[src/rtl/spi_master_multi.sv]
// ============================================================================
// Module   : spi_master_multi
// Brief    : SPI master with per-transfer CPOL/CPHA/bit order and NUM_CS selects
// Revision : 1.0
// ============================================================================
`default_nettype none

module spi_master_multi #(
    parameter int DATA_W  = 8,
    parameter int NUM_CS  = 4,
    parameter int CLK_DIV = 4,
    parameter int CS_W    = (NUM_CS > 1) ? $clog2(NUM_CS) : 1
) (
    input  logic              clk,
    input  logic              rst_n,
    input  logic              start,
    input  logic              cpol,
    input  logic              cpha,
    input  logic              lsb_first,
    input  logic [CS_W-1:0]   cs_sel,
    input  logic [DATA_W-1:0] tx_data,
    output logic [DATA_W-1:0] rx_data,
    output logic              busy,
    output logic              done,
    output logic              spi_sclk,
    output logic              spi_mosi,
    input  logic              spi_miso,
    output logic [NUM_CS-1:0] spi_cs_n
);

    localparam int c_CNT_W  = (CLK_DIV > 1) ? $clog2(CLK_DIV) : 1;
    localparam int c_EDGE_W = $clog2(2 * DATA_W);
    localparam logic [c_CNT_W-1:0]  c_CNT_MAX   = c_CNT_W'(CLK_DIV - 1);
    localparam logic [c_EDGE_W-1:0] c_EDGE_LAST = c_EDGE_W'(2 * DATA_W - 1);

    localparam logic [1:0] c_IDLE  = 2'd0;
    localparam logic [1:0] c_LEAD  = 2'd1;
    localparam logic [1:0] c_SHIFT = 2'd2;
    localparam logic [1:0] c_TRAIL = 2'd3;

    logic [1:0]          r_state;
    logic [1:0]          w_next;
    logic [c_CNT_W-1:0]  r_cnt;
    logic [c_EDGE_W-1:0] r_edge;
    logic                r_sclk;
    logic                r_cpol;
    logic                r_cpha;
    logic                r_lsb;
    logic [CS_W-1:0]     r_cs;
    logic [DATA_W-1:0]   r_tx;
    logic [DATA_W-1:0]   r_rx_sh;
    logic [DATA_W-1:0]   r_rx;
    logic                r_done;

    logic w_accept;
    logic w_half_end;
    logic w_toggle;
    logic w_leading;
    logic w_sample;
    logic w_advance;

    assign w_accept   = (r_state == c_IDLE) && start;
    assign w_half_end = (r_cnt == c_CNT_MAX);
    assign w_toggle   = (r_state == c_SHIFT) && w_half_end;
    // Edge numbers are 1-based, so an even r_edge means the next edge is a leading one
    assign w_leading  = ~r_edge[0];
    assign w_sample   = w_toggle && (r_cpha ? ~w_leading : w_leading);
    assign w_advance  = w_toggle && (r_cpha ? (w_leading && (r_edge != '0))
                                            : (~w_leading && (r_edge != c_EDGE_LAST)));

    always_ff @(posedge clk or negedge rst_n) begin
        if (!rst_n) begin
            r_state <= c_IDLE;
        end else begin
            r_state <= w_next;
        end
    end

    always_comb begin
        w_next = r_state;
        case (r_state)
            c_IDLE:  if (start) w_next = c_LEAD;
            c_LEAD:  if (w_half_end) w_next = c_SHIFT;
            c_SHIFT: if (w_half_end && (r_edge == c_EDGE_LAST)) w_next = c_TRAIL;
            c_TRAIL: if (w_half_end) w_next = c_IDLE;
            default: w_next = c_IDLE;
        endcase
    end

    always_comb begin
        busy     = (r_state != c_IDLE);
        done     = r_done;
        rx_data  = r_rx;
        spi_sclk = (r_state == c_SHIFT) ? r_sclk : r_cpol;
        spi_mosi = 1'b0;
        spi_cs_n = '1;
        if (r_state != c_IDLE) begin
            spi_mosi = r_lsb ? r_tx[0] : r_tx[DATA_W-1];
            // Out-of-range selects simply match no line
            for (int i = 0; i < NUM_CS; i++) begin
                if (r_cs == CS_W'(i)) spi_cs_n[i] = 1'b0;
            end
        end
    end

    always_ff @(posedge clk or negedge rst_n) begin
        if (!rst_n) begin
            r_cnt   <= '0;
            r_edge  <= '0;
            r_sclk  <= 1'b0;
            r_cpol  <= 1'b0;
            r_cpha  <= 1'b0;
            r_lsb   <= 1'b0;
            r_cs    <= '0;
            r_tx    <= '0;
            r_rx_sh <= '0;
            r_rx    <= '0;
            r_done  <= 1'b0;
        end else begin
            r_done <= (r_state == c_TRAIL) && w_half_end;

            if (r_state == c_IDLE) begin
                r_cnt <= '0;
            end else if (w_half_end) begin
                r_cnt <= '0;
            end else begin
                r_cnt <= r_cnt + c_CNT_W'(1);
            end

            if (w_accept) begin
                r_tx   <= tx_data;
                r_cpol <= cpol;
                r_cpha <= cpha;
                r_lsb  <= lsb_first;
                r_cs   <= cs_sel;
                r_sclk <= cpol;
                r_edge <= '0;
            end

            if (w_toggle) begin
                r_sclk <= ~r_sclk;
                r_edge <= (r_edge == c_EDGE_LAST) ? '0 : r_edge + c_EDGE_W'(1);
            end

            if (w_advance) begin
                r_tx <= r_lsb ? {1'b0, r_tx[DATA_W-1:1]} : {r_tx[DATA_W-2:0], 1'b0};
            end

            // LSB-first shifts right so the first sampled bit ends up in bit 0
            if (w_sample) begin
                r_rx_sh <= r_lsb ? {spi_miso, r_rx_sh[DATA_W-1:1]}
                                 : {r_rx_sh[DATA_W-2:0], spi_miso};
            end

            if ((r_state == c_TRAIL) && w_half_end) begin
                r_rx <= r_rx_sh;
            end
        end
    end

endmodule

`default_nettype wire

[config.mk]
export PLATFORM = sky130hd
export DESIGN_NAME = spi_master_multi
export DESIGN_NICKNAME = d
export VERILOG_FILES = /design/src/rtl/spi_master_multi.sv
export SDC_FILE = /design/constraint.sdc
export NUM_CORES = 1
export LEC_CHECK = 0
export BUFFER_PORTS_ARGS = -buffer_cell sky130_fd_sc_hd__buf_2
export CAP_MARGIN = 20
export CELL_PAD_IN_SITES_DETAIL_PLACEMENT = 1
export CELL_PAD_IN_SITES_GLOBAL_PLACEMENT = 1
export CORE_UTILIZATION = 46
export CTS_BUF_LIST = sky130_fd_sc_hd__clkbuf_2 sky130_fd_sc_hd__clkbuf_4 sky130_fd_sc_hd__clkbuf_8
export CTS_CLUSTER_DIAMETER = 60
export DETAILED_ROUTE_END_ITERATION = 8
export PLACE_DENSITY = 0.9
export SLEW_MARGIN = 40
export SYNTH_ARGS = -nofsm -noshare
export SYNTH_HDL_FRONTEND = slang
export SYNTH_SLANG_ARGS = --single-unit
[constraint.sdc]
create_clock -name clk -period 2.05 [get_ports clk]
set_clock_uncertainty 0.1 [all_clocks]
set_input_delay 0.5125 -clock clk [delete_from_list [all_inputs] [get_ports clk]]
set_output_delay 0.5125 -clock clk [all_outputs]
set_load 0.03 [all_outputs]
==> flow_metrics.py <==
metrics = {
    "status": {
        "status": "finished clean",
    },
    "route": {
        "drt-pass1-iter-count": 4,
        "drt_iter0_markers": 98,
        "drc": 0,
        "wire_per_inst_um": 19.9,
        "ant_nets": 0,
        "vias": 1444,
        "wl_um": 5160,
        "avgViaCountPerCell": 5.55,
    },
    "power": {
        "p_leak_nw": 1.25,
        "p_int_mw": 2.38,
        "vdd_drop_max_uv": 730,
        "switching_share_pct": 42.5,
        "total_power_mw": 4.15,
        "p_comb_share_pct": 50.6,
        "power_switching_mw": 1.76,
        "seq_power_share_pct": 35.0,
        "clockPowerShare_pct": 14.4,
        "power_density_mw_per_mm2": 1710,
    },
    "clock_network": {
        "ctsHoldBuffers": 0,
        "htreeDepth": 2,
        "clk_path_buf_depth": 2,
        "clock_sinks": 39,
        "cts.clk_slew.worst_paths_ns": 0.08,
        "numCtsBuffers": 5,
        "tritoncts": "built",
        "cts_root_buf": "clkbuf_8",
        "clock_latency_ns": 0.30,
    },
    "die": {
        "die_w_um": 66.8,
        "fp-row-count": 23,
        "io_pins": 33,
        "initial_utilization_pct": 48.0,
        "dieArea_mm2": 0.00447,
        "core_mm2": 0.00403,
        "fp.dieH_um": 66.8,
    },
    "sta": {
        "drv_slew": 0,
        "setup_viol": 0,
        "setup_slack_ns": 0.00350,
        "setup_tns_ns": 0,
        "worstMarginPinSlew_ns": 0.463,
        "min_period_over_period_pct": 99.8,
        "hold_violations": 0,
        "rsz0062_at_grt": "true",
        "relSlewSlack_pct": 69.1,
        "period_needed_ns": 2.05,
        "clock.fmax_mhz": 489,
    },
    "setup_path": {
        "crit_start": "r_state[1]$_DFFE_PN0P_",
        "r2r_start": "r_state[1]$_DFFE_PN0P_",
        "crit_chain": "buf_4 > ha_4 > mux2_2 > buf_6",
        "critical_path_required_ns": 1.44,
        "crit_path_end_kind": "output pin",
        "crit_slowest_cell": "dfrtp_1",
        "critPathArrivalTime_ns": 1.43,
        "critPathKind": "reg -> out",
        "critPathMaxStageDelay_ns": 0.42,
        "worst-path-max-fanout": 3,
        "startpoint_type": "flip-flop",
    },
    "placement": {
        "pre_cts_ws_ns": 0.133,
        "dp_hpwl_um": 3430,
        "place_congestion": 0.791,
        "io_buffer_count": 32,
    },
    "logic_synthesis": {
        "yosysTopAreaCell": "dfrtp_1",
        "synth_edf_count": 0,
        "synth_top_area_share_pct": 50.5,
        "ys_seq_area_share_pct": 50.5,
        "ys_types": 30,
        "synth_seq_cells": 39,
        "synth.avg_cell_area_um2": 11.7,
        "yosys_warnings": 0,
        "synthFlopType": "dfrtp_1",
        "synth_nets": 189,
        "netlist_instances": 165,
        "ys_top_cells_by_count": "39 x dfrtp_1, 31 x mux2i_1, 14 x mux2_2, 14 x nor2_1, 12 x a21oi_1",
        "syn_area_mm2": 0.00193,
        "yosysMostFrequentCell": "dfrtp_1",
        "async_reset_ff_share_pct": 100,
        "ys_top_cells_by_area": "dfrtp_1 50%, mux2i_1 16%, mux2_2 8.2%, ha_1 4.5%, a21oi_1 3.1%",
    },
    "grt": {
        "grtUsageTotal_pct": 25.0,
        "first_global_vias": 1510,
        "grt_overflow_total": 0,
        "grt_max_degree": 22,
        "antenna_found_initial": 0,
        "grt_pass1_wl_um": 7850,
    },
    "layout": {
        "syn_to_final_growth_pct": 25.0,
        "fin_util_pct": 60.0,
        "diodes": 0,
        "drive_above_1_share_pct": 38.1,
        "fin_nets": 233,
    },
    "hold_path": {
        "hold_class": "in -> async",
    },
    "run": {
        "cap_viol_max_count": 0,
    },
}
-- cell families (layout without fill, tap and decap cells) --
group,count (synthesis),after routing,synth area share (%)
xor+xnor,2,2,0.906
mux,45,45,24.2
simple gates,38,38,9.83
compound gates,21,21,6.34
flops,39,39,50.5
buf+inv,13,58,3.75
fa+ha+maj,7,7,4.53
-- path summary, 6_finish.rpt --
check,to,slack (ns),depth (start not counted)
worst max-delay path,spi_sclk,0.004,4
worst min-delay path,r_cnt[0]$_DFF_PN0_,0.05,1
worst max register to register,r_tx[2]$_DFFE_PN0P_,0.10,8
worst min register to register,r_cnt[0]$_DFF_PN0_,0.34,1
max in group asynchronous,r_edge[3]$_DFFE_PN0P_,1.32,2
min in group clk,r_lsb$_DFFE_PN0P_,0.34,2
-- layout by cell type, fill, tap and decap left out, types with 2 or more instances in the layout --
cell type   n
nand2_1     9
mux2i_1    31
buf_4      10
o21ai_0     3
nand3_1     4
buf_6       5
nor3_1      2
dfrtp_1    39
inv_2       3
inv_1       3
a21oi_1    11
ha_1        5
clkbuf_8    7
mux2_2     14
ha_4        2
buf_2      26
nor2_1     12
buf_12      2
-- metal layers --
metal / routed length, um / global-route usage [%] / up-vias / share of wire [%]
met1: 2000 / 27.9 / 734 / 39
met5: 0 / 0 / - / 0
li1: - / - / 655 / -
met2: 2850 / 44.2 / 43 / 55
met3: 203 / 7.02 / 12 / 3.9
met4: 108 / 10.1 / 0 / 2.1
-- power groups by stage --
stage | Combinational, mW | Sequential, mW | Clock [mW]
2_1_floorplan | 1.19 | 1.48 | 0
3_3_place_gp | 1.63 | 1.40 | 0
3_5_place_dp | 1.78 | 1.45 | 0
4_1_cts | 1.94 | 1.43 | 0.604
5_1_grt | 2.25 | 1.49 | 0.637
6_report | 2.10 | 1.45 | 0.597
-- area by class of cell --
cell class / instances / area (um2)
fill: 423 / 1610
sequential: 39 / 976
multi-input combinational: 113 / 936
timing repair buffer: 44 / 317
clock buffer: 7 / 96.3
tap: 50 / 62.6
inverter: 6 / 22.5
clock inverter: 1 / 7.51
-- critical path, delay by kind of cell (launching register included) --
kind	cells	cell delay, ns
flip-flops	1	0.42
multiplexers	1	0.27
buffers and inverters	2	0.29
adder cells (fa/ha/maj)	1	0.15
-- timing repair --
item	4_1_cts	5_1_grt
gates resized for setup	12	17
setup buffers	3	3
endpoints found under the setup margin	7	7
pin swaps	1	0
-- registers in the layout, indices dropped and copies added, names as in the netlist --
| name | count |
|---|---|
| r_lsb | 1 |
| r_state | 2 |
| r_cpol | 1 |
| done | 1 |
| rx_data | 8 |
| r_tx | 8 |
| r_cs | 2 |
| r_cnt | 2 |
| r_edge | 4 |
| r_cpha | 1 |
| r_rx_sh | 8 |
| r_sclk | 1 |
-- metrics by stage --
step | cells | cell area [um2] | hold WS (ns)
finish | 260 | 2420 | 0.0481
global route | 260 | 2420 | 0.0725
CTS | 257 | 2340 | 0.0662
detailed placement | 246 | 2180 | 0.330
global placement | 246 | 2180 | 0.322
floorplan | 165 | 1930 | 0.117
Note: power is estimated with default switching activity, not from simulation.
